### src/rtl/wdg_pkg.sv
// Shared definitions for the two-stage watchdog: register offsets, WDCSR
// field layout and the reset-sequencer state encoding.
package wdg_pkg;

    localparam int WDCSR_OFF = 'h0;
    localparam int WDCNT_OFF = 'h4;

    localparam int CSR_EN_BIT  = 0;
    localparam int CSR_S1_BIT  = 1;
    localparam int CSR_S2_BIT  = 2;
    localparam int CSR_WTO_LSB = 4;
    localparam int WTO_W       = 10;

    localparam logic [WTO_W-1:0] WTO_RST = '1;

    typedef enum logic [1:0] {
        SEQ_IDLE,
        SEQ_CORE_HOLD,
        SEQ_PAD,
        SEQ_WDG_RST
    } seq_state_t;

    function automatic logic [31:0] pack_csr(input logic en, input logic s1,
                                             input logic s2, input logic [WTO_W-1:0] wto);
        logic [31:0] w;
        w = '0;
        w[CSR_EN_BIT] = en;
        w[CSR_S1_BIT] = s1;
        w[CSR_S2_BIT] = s2;
        w[CSR_WTO_LSB +: WTO_W] = wto;
        return w;
    endfunction

endpackage

### src/rtl/wdg_rst_seq.sv
// Reset sequencer: on a stage-2 timeout holds the core in reset, waits a pad
// gap, then pulses the watchdog self-reset before returning to idle.
module wdg_rst_seq
    import wdg_pkg::*;
#(
    parameter int CORE_RST_CYCLES = 60,
    parameter int PADDING_CYCLES  = 1,
    parameter int WDG_RST_CYCLES  = 1
) (
    input  logic       clk,
    input  logic       sys_rst,
    input  logic       s2wto,
    output logic       core_rst,
    output seq_state_t state
);

    localparam int CW = 16;

    logic [CW-1:0] cnt;

    // cnt holds the remaining cycles of the current phase minus one.
    always_ff @(posedge clk) begin
        if (sys_rst) begin
            state <= SEQ_IDLE;
            cnt   <= '0;
        end else begin
            case (state)
                SEQ_IDLE: begin
                    if (s2wto) begin
                        state <= SEQ_CORE_HOLD;
                        cnt   <= CW'(CORE_RST_CYCLES - 1);
                    end
                end
                SEQ_CORE_HOLD: begin
                    if (cnt == '0) begin
                        state <= SEQ_PAD;
                        cnt   <= CW'(PADDING_CYCLES - 1);
                    end else begin
                        cnt <= cnt - 1'b1;
                    end
                end
                SEQ_PAD: begin
                    if (cnt == '0) begin
                        state <= SEQ_WDG_RST;
                        cnt   <= CW'(WDG_RST_CYCLES - 1);
                    end else begin
                        cnt <= cnt - 1'b1;
                    end
                end
                SEQ_WDG_RST: begin
                    if (cnt == '0) begin
                        state <= SEQ_IDLE;
                        cnt   <= '0;
                    end else begin
                        cnt <= cnt - 1'b1;
                    end
                end
                default: begin
                    state <= SEQ_IDLE;
                    cnt   <= '0;
                end
            endcase
        end
    end

    assign core_rst = sys_rst | (state != SEQ_IDLE);

endmodule

### src/rtl/wdg_reset_unit.sv
// Two-stage watchdog with a pipelined Wishbone register port; a second missed
// period triggers the sequenced core reset and a watchdog self-reset.
module wdg_reset_unit
    import wdg_pkg::*;
#(
    parameter int REG_ADDRESS_WIDTH = 4,
    parameter int REG_BASE_ADDRESS  = 0,
    parameter int WB_DATA_WIDTH     = 32,
    parameter int WDG_TICK_BIT      = 2,
    parameter int CORE_RST_CYCLES   = 60,
    parameter int PADDING_CYCLES    = 1,
    parameter int WDG_RST_CYCLES    = 1
) (
    input  logic                         clk,
    input  logic                         sys_rst,
    input  logic                         i_wb_cyc,
    input  logic                         i_wb_stb,
    input  logic                         i_wb_we,
    input  logic [REG_ADDRESS_WIDTH-1:0] i_wb_adr,
    input  logic [WB_DATA_WIDTH-1:0]     i_wb_dat,
    input  logic [WB_DATA_WIDTH/8-1:0]   i_wb_sel,
    output logic                         o_wb_stall,
    output logic                         o_wb_ack,
    output logic                         o_wb_err,
    output logic                         o_wb_rty,
    output logic [WB_DATA_WIDTH-1:0]     o_wb_dat,
    output logic                         o_irq1,
    output logic                         o_irq2,
    output logic                         o_core_rst
);

    localparam logic [REG_ADDRESS_WIDTH-1:0] CSR_ADR = REG_ADDRESS_WIDTH'(REG_BASE_ADDRESS + WDCSR_OFF);
    localparam logic [REG_ADDRESS_WIDTH-1:0] CNT_ADR = REG_ADDRESS_WIDTH'(REG_BASE_ADDRESS + WDCNT_OFF);

    logic              en, s1, s2;
    logic [WTO_W-1:0]  wto, cnt;
    logic [WDG_TICK_BIT-1:0] pre;
    logic              ack_q;
    logic              accept, wr_csr, tick, wdg_srst;
    logic              new_en;
    logic [WTO_W-1:0]  new_wto;
    logic [31:0]       rd_mux;
    seq_state_t        seq_state;
    logic              unused_bits;

    // Handshake: a request is taken when cyc & stb & !stall; ack follows one
    // cycle later with read data, and stall covers that cycle so only one
    // request is ever outstanding.
    assign accept = i_wb_cyc & i_wb_stb & ~ack_q;
    assign wr_csr = accept & i_wb_we & (i_wb_adr == CSR_ADR);
    assign tick   = &pre;

    assign new_en        = i_wb_sel[0] ? i_wb_dat[0]    : en;
    assign new_wto[3:0]  = i_wb_sel[0] ? i_wb_dat[7:4]  : wto[3:0];
    assign new_wto[9:4]  = i_wb_sel[1] ? i_wb_dat[13:8] : wto[9:4];
    assign unused_bits   = ^{i_wb_dat[WB_DATA_WIDTH-1:14], i_wb_dat[3:1], i_wb_sel[3:2]};

    always_comb begin
        rd_mux = '0;
        if (i_wb_adr == CSR_ADR)      rd_mux = pack_csr(en, s1, s2, wto);
        else if (i_wb_adr == CNT_ADR) rd_mux = {22'b0, cnt};
    end

    always_ff @(posedge clk) begin
        if (sys_rst || wdg_srst) begin
            en  <= 1'b0;
            wto <= WTO_RST;
            cnt <= '0;
            pre <= '0;
            s1  <= 1'b0;
            s2  <= 1'b0;
        end else if (wr_csr) begin
            // A refresh beats any tick or stage event landing on the same edge.
            en  <= new_en;
            wto <= new_wto;
            cnt <= '0;
            pre <= '0;
            s1  <= 1'b0;
        end else if (en) begin
            pre <= pre + 1'b1;
            if (tick) begin
                if (cnt >= wto) begin
                    cnt <= '0;
                    if (!s1) s1 <= 1'b1;
                    else     s2 <= 1'b1;
                end else begin
                    cnt <= cnt + 1'b1;
                end
            end
        end else begin
            cnt <= '0;
            pre <= '0;
        end
    end

    always_ff @(posedge clk) begin
        if (sys_rst) begin
            ack_q    <= 1'b0;
            o_wb_dat <= '0;
        end else begin
            ack_q <= accept;
            if (accept) o_wb_dat <= i_wb_we ? '0 : rd_mux;
        end
    end

    wdg_rst_seq #(
        .CORE_RST_CYCLES(CORE_RST_CYCLES),
        .PADDING_CYCLES (PADDING_CYCLES),
        .WDG_RST_CYCLES (WDG_RST_CYCLES)
    ) u_seq (
        .clk     (clk),
        .sys_rst (sys_rst),
        .s2wto   (s2),
        .core_rst(o_core_rst),
        .state   (seq_state)
    );

    assign wdg_srst   = (seq_state == SEQ_WDG_RST);
    assign o_wb_ack   = ack_q;
    assign o_wb_stall = ack_q;
    assign o_wb_err   = 1'b0;
    assign o_wb_rty   = 1'b0;
    assign o_irq1     = s1;
    assign o_irq2     = s2;

endmodule

### config.mk
export PLATFORM = sky130hd
export DESIGN_NAME = wdg_reset_unit
export DESIGN_NICKNAME = d
export VERILOG_FILES = /design/src/rtl/wdg_pkg.sv /design/src/rtl/wdg_rst_seq.sv /design/src/rtl/wdg_reset_unit.sv
export SDC_FILE = /design/constraint.sdc
export NUM_CORES = 1
export LEC_CHECK = 0
export ABC_AREA = 0
export ABC_CLOCK_PERIOD_IN_PS = 2200
export BUFFER_PORTS_ARGS = -buffer_cell sky130_fd_sc_hd__buf_2
export CAP_MARGIN = 40
export CORE_MARGIN = 4
export CORE_UTILIZATION = 50
export DETAILED_ROUTE_END_ITERATION = 8
export PLACE_DENSITY_LB_ADDON = 0.1
export SYNTH_ARGS = -nofsm -noshare
export SYNTH_HDL_FRONTEND = slang
export SYNTH_HIERARCHICAL = 1
export SYNTH_SLANG_ARGS = --single-unit
### constraint.sdc
create_clock -name clk -period 2.2 [get_ports clk]
set_input_delay 0.22 -clock clk [delete_from_list [all_inputs] [get_ports clk]]
set_output_delay 0.22 -clock clk [all_outputs]
set_load 0.02 [all_outputs]
Yosys cells after proc, flatten, opt, wreduce, memory -nomap -nowiden
Cells that the tools add are included.
- word-level logic and storage cells: 57
- register bits after elaboration: 76
- input bits: 45
- mux-type cells: 12
- bitwise gates (word level): 8
- reductions and logical operators: 14
- order comparisons: 1
- equality and inequality tests: 8
- $add $sub $neg: 3
- operators with widths (operator ; number):
    16-bit 2-to-1 mux ; 2
    32-bit 2-to-1 mux ; 1
    16-bit one-hot mux with 2 select lines ; 1
    10-bit 2-to-1 mux ; 2
    16-bit logical NOT ; 1
    16-bit by 1-bit subtractor with 16-bit output (second input constant) ; 1
    14-bit 2-to-1 mux ; 1
    10-bit by 1-bit adder with 10-bit output (second input constant) ; 1
    10-bit greater-or-equal comparator ; 1
    2-bit 2-to-1 mux ; 4
    2-bit one-hot mux with 4 select lines ; 1
    4-bit AND reduction ; 2
    2-bit by 1-bit != test with 1-bit output (second input constant) ; 3
    2-bit AND reduction ; 3
    6-bit AND reduction ; 1
    3-bit OR reduction ; 2
    1-bit bitwise AND ; 4
    2-bit equality test (second input constant) ; 2
    4-bit by 3-bit equality test with 1-bit output (second input constant) ; 1
    4-bit logical NOT ; 1
    1-bit inverter ; 3
    2-bit by 1-bit adder with 2-bit output (second input constant) ; 1
    2-bit by 1-bit equality test with 1-bit output (second input constant) ; 1
    2-bit logical NOT ; 1
    5 further kinds ; 5

Longest topological paths before layout
Gate-level depths: netlist of run 1.
- depth after elaboration: 6
- mapped depth: 7
- mapped depth without buffers: 7

Modules after synthesis
Netlist of run 1, hierarchy kept.
- modules (own cells, without submodules) (module ; area an instance (um^2) ; cells an instance ; times used):
    wdg_reset_unit ; 2010.7 ; 232 ; 1
    wdg_rst_seq ; 1001.0 ; 111 ; 1

Worst setup path after synthesis of run 1
No wires, ideal clock.
- kind: reg2reg
- start: reg, netlist name cnt[0]
- end: reg s2 (netlist: o_irq2)
- data required time: 2083 ps
- path slack: 254 ps
- cell stages (with the launch flop): 8
- period minus slack after synthesis: 1946 ps
- data arrival time: 1829 ps
- library setup time: 117 ps
- path through: dfxtp_1 inv_1 ha_1 nand2b_1 a211o_1 a211oi_2 nor2_1 a32o_1
- RTL lines (element ; line ; source):
    to (signal assigned) ; wdg_reset_unit.sv:71 ; s2 <= 1'b0;
    to (signal assigned) ; wdg_reset_unit.sv:85 ; else s2 <= 1'b1;
    to (decl) ; wdg_reset_unit.sv:35 ; logic en, s1, s2;

Final worst setup path of run 1
- start: reg u_seq.cnt[0]
- end: reg u_seq.state[0]
- cells in the longest elaborated chain, start to end: 3
- ends and longest elaborated chain (element ; line ; source):
    from (decl) ; wdg_rst_seq.sv:19 ; logic [CW-1:0] cnt;
    from (signal assigned) ; wdg_rst_seq.sv:31 ; cnt <= CW'(CORE_RST_CYCLES - 1);
    from (signal assigned) ; wdg_rst_seq.sv:37 ; cnt <= CW'(PADDING_CYCLES - 1);
    from (signal assigned) ; wdg_rst_seq.sv:39 ; cnt <= cnt - 1'b1;
    16-bit logical NOT * ; wdg_rst_seq.sv:35, wdg_rst_seq.sv:43, wdg_rst_seq.sv:51 ;
    2-bit by 1-bit != test with 1-bit output (no line) ; -- ;
    4-bit AND reduction (no line) * ; -- ;
    to (signal assigned) ; wdg_rst_seq.sv:36 ; state <= SEQ_PAD;
    to (signal assigned) ; wdg_rst_seq.sv:44 ; state <= SEQ_WDG_RST;
    to (signal assigned) ; wdg_rst_seq.sv:52 ; state <= SEQ_IDLE;
    to (decl) ; wdg_rst_seq.sv:14 ; output seq_state_t state
Every way passes the cells marked *; elsewhere a longest branch is shown, timed or not.
A chain may end at the register's enable or synchronous reset.

==> qor_table.md, run 1 <==
| Item | Value |
| --- | --- |
| CTS tree | done |
| Number of instances in the placed design | 460 |
| All-layer global routing usage | 19.1% |
| Number of buffers created by CTS | 9 |
| Setup Buffers After CTS | 0 |
| Crit Path Max Fanout | 6 |
| Effective utilization at floorplan | 51.2% |
| Die Area | 0.00733 sq mm |
| Hpwl dp | 4890 microns |
| Mapped cell area | 0.00301 sq mm |
| Top post-synthesis cells by area | sky130_fd_sc_hd__dfxtp_1 39%, sky130_fd_sc_hd__ha_1 7.5%, sky130_fd_sc_hd__buf_4 5.2%, sky130_fd_sc_hd__nand3_1 4.7%, sky130_fd_sc_hd__nand2_1 4.5% |
| Power per Cell Area | 596 mW/mm^2 |
| Final number of max-transition violations | 0 |
| Number of gates resized after cts | 0 |
| Quantity of I/O buffers inserted on ports | 40 |
| Total gr overflow | 0 |
| Number of nets in the layout | 459 |
| ANT cells | 0 |
| Antenna violations before repair | 0 |
| Number of clock sinks | 58 |
| R2R Setup Slk | 220 ps |
| Maximum achievable frequency | 506 MHz |
| Clock latency at the later pin of the worst-skew pair | 330 ps |
| Result of the run | finished, final reports clean |
| Final routed DRC violation total | 0 |
| Die extent in y | 85.6 microns |
| Fraction of layout instances using a drive strength above 1 | 20.4% |
| Min-Delay Startpoint | i_wb_dat[5] |
| Maximum clock skew at final layout | 5.31 ps |
| Final weighted congestion in routability-driven placement | 0.850 |
| Hold-fix buffer count after cts | 0 |
| Worst IR Drop VDD | 0.310 mV |
| Detailed-route wire length | 6560 microns |
| Area added between synthesis and finish | 15.0% |
| CTS clk-pin slew, worst paths | 60 ps |
| Part of the cycle the worst path needs | 89.8% |
| Top-level port count | 84 |
| Category of the worst setup path capture point | register |
| Number of flip-flops and latches in the synthesized netlist | 58 |
| Post-synth top flop | sky130_fd_sc_hd__dfxtp_1 |
| Routed len/inst | 13.8 microns |
| Count of unique library cells instantiated by Yosys | 48 |
| Largest net degree at the start of global routing | 27 |
| Worst slew pin tran | 635 ps |
| Normalized max-slew margin | 57.6% |
| Via count of the first global-routing pass | 2349 |
| Number of max-cap violations | 0 |
| Horiz. Die Dim | 85.6 microns |
| Antenna-violating nets left | 0 |
| Drt via density | 5.28 |
| Post-Syn Instances | 343 |
| Number of detailed-routing iterations run before antenna repair | 4 |
| Warnings from Yosys | 6 |
| Origin of the critical flop-to-flop path | u_seq/cnt[0] |
| Setup repair after global routing missed its margin | no |
| Row Count | 28 |
| Worst setup path startpoint | u_seq/cnt[0] |
| Critical Path Start Type | register |
| Cell accounting for the most synthesized area | sky130_fd_sc_hd__dfxtp_1 |
| Hold violation count in the final report | 0 |
| Global-route wire length before repair | 11200 microns |
| Arr. time, crit path | 2240 ps |
| Per-instance average area after synthesis | 8.78 sq um |
| Static leakage | 0.00157 uW |
| Summed negative setup slack over all endpoints | 0 ps |
| Number of design-rule violations left by the first detailed-router iteration | 106 |
| Core Footprint | 0.00589 sq mm |
| Portion of synthesized cell area occupied by the leading cell type | 38.6% |
| H-tree level count | 3 |
| Sequential share of the synthesized area | 38.6% |
| Maximum number of buffers from clock root to sink | 2 |
| Count of flip-flops with a built-in enable after synthesis | 0 |
| WP data required | 2460 ps |
| Final cell count without fillers | 476 |
| Final critical path time including I/O delays and setup | 1980 ps |
| Vias | 2514 |
| Post-synthesis async set-or-reset flop share | 0% |
| Kind of critical path | register to register |
| Class of the most critical hold timing path | input port to register |
| Final count of negative-setup-slack endpoints | 0 |
| Cell chosen for the clock root | sky130_fd_sc_hd__clkbuf_8 |
==> cells in the mapped netlist (all sizes together), types with 2 or more instances <==
master and count:
nor3 2, clkbuf 6, xor2 12, o31ai 3
ha 18, o21bai 3, dfxtp 58, nor2b 3
inv 19, mux2i 3, a41oi 3, nand2b 7
buf 25, nand4 9, a22oi 13, o21a 2
and3 3, a211oi 6, nor4b 2, a31oi 2
nor4 7, o21ai 6, nand2 36, nand3b 2
nand3 28, or3 5, or4 3, nor2 26
a21oi 23
==> cells by family after synthesis <==
family / after synthesis / synth area share, %
flops: 58 / 38.6
mux: 3 / 0.997
compound gates: 65 / 14.7
fa+ha+maj: 18 / 7.48
xor+xnor: 12 / 3.49
simple gates: 136 / 25.7
other cells: 1 / 0.125
buf+inv: 50 / 9.02
==> cells in the final DEF (no fill, tap or decap), types with 4 or more instances in the layout <==
cell                        n
sky130_fd_sc_hd__nor2_1    26
sky130_fd_sc_hd__o21ai_0    6
sky130_fd_sc_hd__nand4_1    8
sky130_fd_sc_hd__ha_1      18
sky130_fd_sc_hd__or3_1      4
sky130_fd_sc_hd__nand2b_1   7
sky130_fd_sc_hd__conb_1    20
sky130_fd_sc_hd__inv_1     19
sky130_fd_sc_hd__dfxtp_1   58
sky130_fd_sc_hd__nand3_1   28
sky130_fd_sc_hd__a22oi_1   13
sky130_fd_sc_hd__buf_2     40
sky130_fd_sc_hd__a211oi_1   5
sky130_fd_sc_hd__xor2_1    12
sky130_fd_sc_hd__buf_4     14
sky130_fd_sc_hd__nand2_1   36
sky130_fd_sc_hd__clkbuf_8  12
sky130_fd_sc_hd__a21oi_1   22
==> report_power, final <==
part / switching [uW] / internal, uW
registers: 1.63 / 1050
clock network: 405 / 498
logic: 77.5 / 31.6
total: 484 / 1580
==> worst max-delay path: stages, from the launching register on <==
cell,delay [ps]
sky130_fd_sc_hd__dfxtp_1,330
sky130_fd_sc_hd__inv_1,100
sky130_fd_sc_hd__ha_1,180
sky130_fd_sc_hd__nor4b_1,360
sky130_fd_sc_hd__nand4_1,340
sky130_fd_sc_hd__a21oi_1,360
sky130_fd_sc_hd__mux2i_1,220
==> state kept, by name, summed over array words and instances (netlist names) <==
signal	flops
u_seq/cnt	16
o_wb_dat	14
cnt	10
wto	10
pre	2
u_seq/state	2
en	1
o_irq1	1
o_irq2	1
o_wb_ack	1
==> area by class of cell <==
cell class | count | area (sq um)
Multi-Input combinational cell | 254 | 1650
Inverter | 19 | 71.3
Clock inverter | 2 | 10.0
Timing Repair Buffer | 54 | 305
Tap cell | 75 | 93.8
Fill cell | 554 | 2420
Sequential cell | 58 | 1160
Clock buffer | 14 | 173
==> routing by layer <==
layer  share of wire, %  vias up  wire length, microns  global-route usage, %
met1                 49     1155                  3240                   26.8
met4                2.2        0                   142                   9.35
met2                 43       60                  2850                   28.1
met5                  0        -                     0                      0
li1                   -     1287                     -                      -
met3                5.0       12                   326                   3.75
==> final timing paths <==
path,to,cells after the start
max,u_seq/state[0],6
min,wto[1],3
max reg2reg,u_seq/state[0],6
min reg2reg,o_wb_dat[6],2
==> per-stage QoR <==
| stage | total power, uW | worst slack, ps | cell area (sq um) | util, % | hold WS, ps |
|---|---|---|---|---|---|
| floorplan | 1170 | 254 | 3080 | - | 368 |
| global placement | 1190 | 289 | 3280 | 55.8 | 431 |
| detailed placement | 1190 | 288 | 3280 | 55.8 | 443 |
| CTS | 2090 | 231 | 3460 | 58.9 | 118 |
| global route | 2150 | 56.5 | 3460 | 58.9 | 128 |
| finish | 2070 | 224 | 3460 | 58.9 | 125 |
No activity file was read; power rests on OpenSTA's default activity.
==> run 2: changes to the inputs <==
--- a/config.mk
+++ b/config.mk
@@ -13,6 +13,7 @@
 export CORE_UTILIZATION = 50
 export DETAILED_ROUTE_END_ITERATION = 8
 export PLACE_DENSITY_LB_ADDON = 0.1
+export RECOVER_POWER = 50
 export SYNTH_ARGS = -nofsm -noshare
 export SYNTH_HDL_FRONTEND = slang
 export SYNTH_HIERARCHICAL = 1
==> qor_table.md, run 2 (same netlist as run 1, synthesis figures left out) <==
| Item | Value | Change |
| --- | --- | --- |
| Hold-fix buffer count after cts | 0 | unchanged |
| Part of the cycle the worst path needs | 89.7% | about the same |
| Detailed-route wire length | 6580 microns | +0.38% |
| WL met2 | 2850 microns | +0.18% |
| Cell chosen for the clock root | sky130_fd_sc_hd__clkbuf_8 |  |
| Effective utilization at floorplan | 51.2% | unchanged |
| Final count of negative-setup-slack endpoints | 0 | unchanged |
| Number of buffers created by CTS | 9 | unchanged |
| Kind of critical path | register to register |  |
| R2R Setup Slk | 230 ps | about the same |
| Total gr overflow | 0 | unchanged |
| Arr. time, crit path | 2240 ps | about the same |
| Die Area | 0.00733 sq mm | unchanged |
| Share of total power consumed by net switching | 23.3% | -0.10 points |
| Critical Path Start Type | register |  |
| Horiz. Die Dim | 85.6 microns | unchanged |
| Detailed route wirelength on metal3 | 346 microns | +6.1% |
| Placed Area | 0.00328 sq mm | unchanged |
| Maximum achievable frequency | 506 MHz | about the same |
| Hpwl dp | 4890 microns | unchanged |
| Combinational share of power | 5.1% | -0.2 points |
| Summed negative setup slack over all endpoints | 0 ps | unchanged |
| Class of the most critical hold timing path | input port to register |  |
| Global-route wire length before repair | 11200 microns | unchanged |
| Final critical path time including I/O delays and setup | 1970 ps | -1.21 ps |
| Setup Buffers After CTS | 0 | unchanged |
| Area added between synthesis and finish | 13.5% |  |
| Number of flip-flops in the largest register | 16 | unchanged |
| Number of clock sinks | 58 | unchanged |
| Sequential fraction of design power | 51.2% | +0.2 points |
| Maximum clock skew at final layout | 4.85 ps | -0.465 ps |
| Fraction of layout instances using a drive strength above 1 | 15.0% | -5.5 points |
| Crit Path Max Fanout | 6 | unchanged |
| Routed len/inst | 13.8 microns | +0.38% |
| Number of instances in the placed design | 460 | unchanged |
| Worst IR Drop VDD | 0.310 mV | -0.16% |
| Power per Cell Area | 603 mW/mm^2 | +1.1% |
| Hold violation count in the final report | 0 | unchanged |
| Quantity of I/O buffers inserted on ports | 40 | unchanged |
| Total internal power | 1580 uW | -0.16% |
| Commonest non-fill, non-tap cell in the layout | sky130_fd_sc_hd__dfxtp_1 |  |
| Psw | 481 uW | -0.72% |
| Core Footprint | 0.00589 sq mm | unchanged |
| Final weighted congestion in routability-driven placement | 0.850 | unchanged |
| Normalized max-slew margin | 43.3% | -14 points |
| Clock share of power | 43.7% | about the same |
| Number of max-cap violations | 0 | unchanged |
| WP data required | 2460 ps | about the same |
| Seq. cell area | 0.00116 sq mm | unchanged |
| Setup repair after global routing missed its margin | no |  |
| Worst slew pin tran | 850 ps | +215 ps |
| Multi-input gate area in the final layout | 0.00163 sq mm | -1.1% |
| CTS tree | done |  |
| Leading cell types in the layout, fill and taps excluded | 58 x sky130_fd_sc_hd__dfxtp_1, 36 x sky130_fd_sc_hd__nand2_1, 28 x sky130_fd_sc_hd__nand3_1 |  |
| Top-level port count | 84 | unchanged |
| Final number of max-transition violations | 0 | unchanged |
| Antenna-violating nets left | 0 | unchanged |
| Final setup slack of the worst path | 226 ps | +1.21 ps |
| Antenna violations before repair | 0 | unchanged |
| Filler Cell Count | 561 | +1.3% |
| Die extent in y | 85.6 microns | unchanged |
| Category of the worst setup path capture point | register |  |
| Maximum number of buffers from clock root to sink | 2 | unchanged |
| Largest net degree at the start of global routing | 27 | unchanged |
| Result of the run | finished, final reports clean |  |
| Largest registers | u_seq/cnt: 16 flops, o_wb_dat: 14 flops |  |
| Area of all placed cells without fillers | 0.00342 sq mm | -1.3% |
| All-layer global routing usage | 19.1% | unchanged |
| Highest signal layer in the routed design | met4 |  |
| H-tree level count | 3 | unchanged |
| Static leakage | 0.00148 uW | -5.9% |
| Clock latency at the later pin of the worst-skew pair | 330 ps | about the same |
| M1 WL | 3240 microns | about the same |
| Number of gates resized after cts | 0 | unchanged |
| Number of detailed-routing iterations run before antenna repair | 4 | unchanged |
| Row Count | 28 | unchanged |
| Final cell count without fillers | 476 | unchanged |
| Drt via density | 5.25 | -0.60% |
| ANT cells | 0 | unchanged |
| Worst setup slack after placement | 288 ps | unchanged |
| Vias | 2499 | -0.60% |
| Via count of the first global-routing pass | 2349 | unchanged |
| Number of design-rule violations left by the first detailed-router iteration | 105 | -0.94% |
| CTS clk-pin slew, worst paths | 60 ps | about the same |
| Largest reg by FF count | u_seq/cnt |  |
| Number of nets in the layout | 459 | unchanged |
| Final routed DRC violation total | 0 | unchanged |
==> run 2: cell types whose count changed in the layout (fill, tap and decap cells not counted) <==
cell / previous run / this run
sky130_fd_sc_hd__buf_2: 40 / 21
sky130_fd_sc_hd__buf_4: 14 / 13
sky130_fd_sc_hd__clkbuf_1: 2 / 22
sky130_fd_sc_hd__nand3b_1: 0 / 1
sky130_fd_sc_hd__nand3b_2: 1 / 0
sky130_fd_sc_hd__nor4_1: 3 / 4
sky130_fd_sc_hd__nor4_2: 2 / 1
sky130_fd_sc_hd__nor4b_2: 0 / 1
sky130_fd_sc_hd__nor4b_4: 1 / 0
==> run 2: through the flow <==
stage          total power (uW)  hold WS, ps  utilization (%)
2_1_floorplan              1170          368                -
3_3_place_gp               1190          431             55.8
3_5_place_dp               1190          443             55.8
4_1_cts                    2090          118             58.9
5_1_grt                    2140          128             58.1
6_report                   2060          125             58.1
==> run 2: final timing paths <==
path	from	endpoint	depth (start not counted)
setup / recovery	u_seq/cnt[0]	u_seq/state[0]	6
hold / removal	i_wb_dat[5]	wto[1]	3
setup reg to reg	u_seq/cnt[0]	u_seq/state[0]	6
hold reg to reg	o_wb_dat[6]	o_wb_dat[6]	2
==> run 2: final cells by class <==
cell class | instances | share of cell area (%)
multi-input combinational | 254 | 47.7
sequential | 58 | 34.0
timing repair buffer | 54 | 8.13
clock buffer | 14 | 5.05
tap | 75 | 2.75
inverter | 19 | 2.09
clock inverter | 2 | 0.293
==> run 2: power groups by stage <==
stage	logic, uW	registers [uW]	clock network (uW)
after global placement	109	1080	0
after global routing	115	1050	975
after CTS	109	1050	924
final	105	1050	901
after detailed placement	109	1080	0
after floorplan	93.7	1080	0
==> run 2: critical path, cell delays in order, from the launching register on <==
cell and delay [ps]:
sky130_fd_sc_hd__dfxtp_1 340, sky130_fd_sc_hd__inv_1 100, sky130_fd_sc_hd__ha_1 180, sky130_fd_sc_hd__nor4b_1 360, sky130_fd_sc_hd__nand4_1 340, sky130_fd_sc_hd__a21oi_1 360, sky130_fd_sc_hd__mux2i_1 220
==> run 2: per-layer routing <==
| metal | global-route usage (%) | up-vias |
|---|---|---|
| li1 | - | 1284 |
| met5 | 0 | - |
| met3 | 3.75 | 13 |
| met2 | 28.1 | 57 |
| met1 | 26.8 | 1145 |
| met4 | 9.35 | 0 |
==> run 3: changes to the inputs <==
--- a/config.mk
+++ b/config.mk
@@ -9,10 +9,11 @@
 export ABC_CLOCK_PERIOD_IN_PS = 2200
 export BUFFER_PORTS_ARGS = -buffer_cell sky130_fd_sc_hd__buf_2
 export CAP_MARGIN = 40
+export CORE_ASPECT_RATIO = 1.25
 export CORE_MARGIN = 4
 export CORE_UTILIZATION = 50
 export DETAILED_ROUTE_END_ITERATION = 8
-export PLACE_DENSITY_LB_ADDON = 0.1
+export PLACE_DENSITY = 0.77
 export RECOVER_POWER = 50
 export SYNTH_ARGS = -nofsm -noshare
 export SYNTH_HDL_FRONTEND = slang
==> qor_table.md, run 3 (same netlist as run 1, synthesis figures left out) <==
| Item | Value | Change |
| --- | --- | --- |
| Worst IR Drop VDD | 0.455 mV | +47% |
| Core Footprint | 0.00582 sq mm | -1.1% |
| Logic depth of the worst register-to-register path | 6 | unchanged |
| Die extent in y | 94.8 microns | +11% |
| H-tree level count | 3 | unchanged |
| Vias | 2515 | +0.64% |
| Number of instances in the placed design | 449 | -2.4% |
| Number of max-cap violations | 0 | unchanged |
| CTS tree | done |  |
| Clock latency at the later pin of the worst-skew pair | 330 ps | about the same |
| Placed Area | 0.00326 sq mm | -0.80% |
| Maximum achievable frequency | 507 MHz | about the same |
| Maximum number of buffers from clock root to sink | 2 | unchanged |
| Critical Path Start Type | register |  |
| Setup repair after global routing missed its margin | no |  |
| Hold-fix buffer count after cts | 0 | unchanged |
| Summed negative setup slack over all endpoints | 0 ps | unchanged |
| Multi-input gate area in the final layout | 0.00163 sq mm | -0.38% |
| All-layer global routing usage | 17.5% | -1.7 points |
| Final count of negative-setup-slack endpoints | 0 | unchanged |
| Final routed DRC violation total | 0 | unchanged |
| Normalized max-slew margin | 42.1% | -1.2 points |
| Worst slew pin tran | 861 ps | +10.9 ps |
| Routed len/inst | 13.1 microns | -5.3% |
| Final weighted congestion in routability-driven placement | 0.825 | -3.0% |
| Row Count | 31 | +11% |
| Largest reg by FF count | u_seq/cnt |  |
| Filler Cell Count | 533 | -5.0% |
| Class of the most critical hold timing path | input port to register |  |
| Crit Path Max Fanout | 10 | +4 |
| Detailed-route wire length | 6090 microns | -7.5% |
| Via count of the first global-routing pass | 2444 | +4.0% |
| Category of the worst setup path capture point | register |  |
| Number of detailed-routing iterations run before antenna repair | 4 | unchanged |
| Power per Cell Area | 605 mW/mm^2 | +0.43% |
| Part of the cycle the worst path needs | 89.7% | about the same |
| Total gr overflow | 0 | unchanged |
| Effective utilization at floorplan | 51.8% | +0.59 points |
| Clock share of power | 43.6% | about the same |
| Maximum clock skew at final layout | 4.12 ps | -0.728 ps |
| ANT cells | 0 | unchanged |
| Top-level port count | 84 | unchanged |
| Hold violation count in the final report | 0 | unchanged |
| Total internal power | 1580 uW | about the same |
| Global-route wire length before repair | 10400 microns | -6.8% |
| Number of buffers created by CTS | 9 | unchanged |
| Horiz. Die Dim | 77.4 microns | -9.6% |
| Cell chosen for the clock root | sky130_fd_sc_hd__clkbuf_8 |  |
| Quantity of I/O buffers inserted on ports | 40 | unchanged |
| Number of gates resized after cts | 0 | unchanged |
| Number of flip-flops in the largest register | 16 | unchanged |
| Commonest non-fill, non-tap cell in the layout | sky130_fd_sc_hd__dfxtp_1 |  |
| Final number of max-transition violations | 0 | unchanged |
| Number of instances on the worst hold path | 3 | unchanged |
| WP data required | 2470 ps | about the same |
| Area added between synthesis and finish | 12.3% |  |
| Antenna violations before repair | 0 | unchanged |
| Drt via density | 5.41 | +3.0% |
| Number of design-rule violations left by the first detailed-router iteration | 82 | -22% |
| Share of total power consumed by net switching | 22.9% | -0.40 points |
| Largest registers | u_seq/cnt: 16 flops, o_wb_dat: 14 flops |  |
| Leading cell types in the layout, fill and taps excluded | 58 x sky130_fd_sc_hd__dfxtp_1, 36 x sky130_fd_sc_hd__nand2_1, 28 x sky130_fd_sc_hd__nand3_1 |  |
| Sequential fraction of design power | 51.5% | +0.3 points |
| CTS clk-pin slew, worst paths | 60 ps | about the same |
| Result of the run | finished, final reports clean |  |
| Arr. time, crit path | 2240 ps | about the same |
| Final cell count without fillers | 465 | -2.3% |
| Final critical path time including I/O delays and setup | 1970 ps | -0.192 ps |
| Seq. cell area | 0.00116 sq mm | unchanged |
| Setup Buffers After CTS | 0 | unchanged |
| Die Area | 0.00734 sq mm | +0.10% |
| Hpwl dp | 4750 microns | -2.9% |
| Fraction of layout instances using a drive strength above 1 | 14.5% | -0.43 points |
| Number of clock sinks | 58 | unchanged |
| Psw | 469 uW | -2.3% |
| Number of nets in the layout | 457 | -0.44% |
| Area of all placed cells without fillers | 0.00338 sq mm | -1.0% |
| Combinational share of power | 4.9% | -0.2 points |
| Largest net degree at the start of global routing | 28 | +3.7% |
| Kind of critical path | register to register |  |
| Static leakage | 0.00146 uW | -1.4% |
| Antenna-violating nets left | 0 | unchanged |
-- run 3: routing by layer --
| layer | GRT usage, % | routed length, microns | up-vias |
|---|---|---|---|
| met3 | 3.82 | 238 | 8 |
| met5 | 0 | 0 | - |
| met2 | 33.0 | 3160 | 50 |
| li1 | - | - | 1276 |
| met1 | 18.8 | 2630 | 1181 |
| met4 | 6.97 | 53 | 0 |
-- run 3: worst max-delay path: stages, from the launching register on --
cell                       delay, ps
sky130_fd_sc_hd__dfxtp_1         410
sky130_fd_sc_hd__inv_1           110
sky130_fd_sc_hd__ha_1            220
sky130_fd_sc_hd__nand2b_1        330
sky130_fd_sc_hd__nand4_4         200
sky130_fd_sc_hd__or4_4           520
sky130_fd_sc_hd__a21oi_2         130
-- run 3: metrics by stage --
| step | hold WS, ps | total power (uW) | utilization (%) | worst slack (ps) |
|---|---|---|---|---|
| finish | 119 | 2050 | 58.2 | 226 |
| global route | 129 | 2120 | 58.2 | 65.0 |
| CTS | 111 | 2070 | 59.1 | 232 |
| detailed placement | 439 | 1180 | 56.0 | 241 |
| global placement | 432 | 1180 | 56.0 | 285 |
| floorplan | 368 | 1170 | - | 254 |
-- run 3: final cells by class --
| class | instances | share of cell area (%) |
|---|---|---|
| Inverter | 19 | 2.11 |
| Clock buffer | 14 | 5.10 |
| Tap cell | 66 | 2.44 |
| Clock inverter | 2 | 0.296 |
| Timing Repair Buffer | 52 | 7.69 |
| Multi-Input combinational cell | 254 | 48.0 |
| Sequential cell | 58 | 34.3 |
-- run 3: power by group through the flow --
stage	combinational [uW]	sequential (uW)	clock, uW
4_1_cts	107	1050	907
3_5_place_dp	107	1080	0
3_3_place_gp	105	1080	0
5_1_grt	112	1050	958
6_report	101	1050	893
2_1_floorplan	93.7	1080	0
-- run 3: final timing paths --
check | startpoint | to | slack, ps
worst min register to register | pre[0] | pre[0] | 450
worst max register to register | u_seq/state[1] | u_seq/cnt[14] | 230
worst min-delay path | i_wb_dat[4] | wto[0] | 120
worst max-delay path | u_seq/state[1] | u_seq/cnt[14] | 230
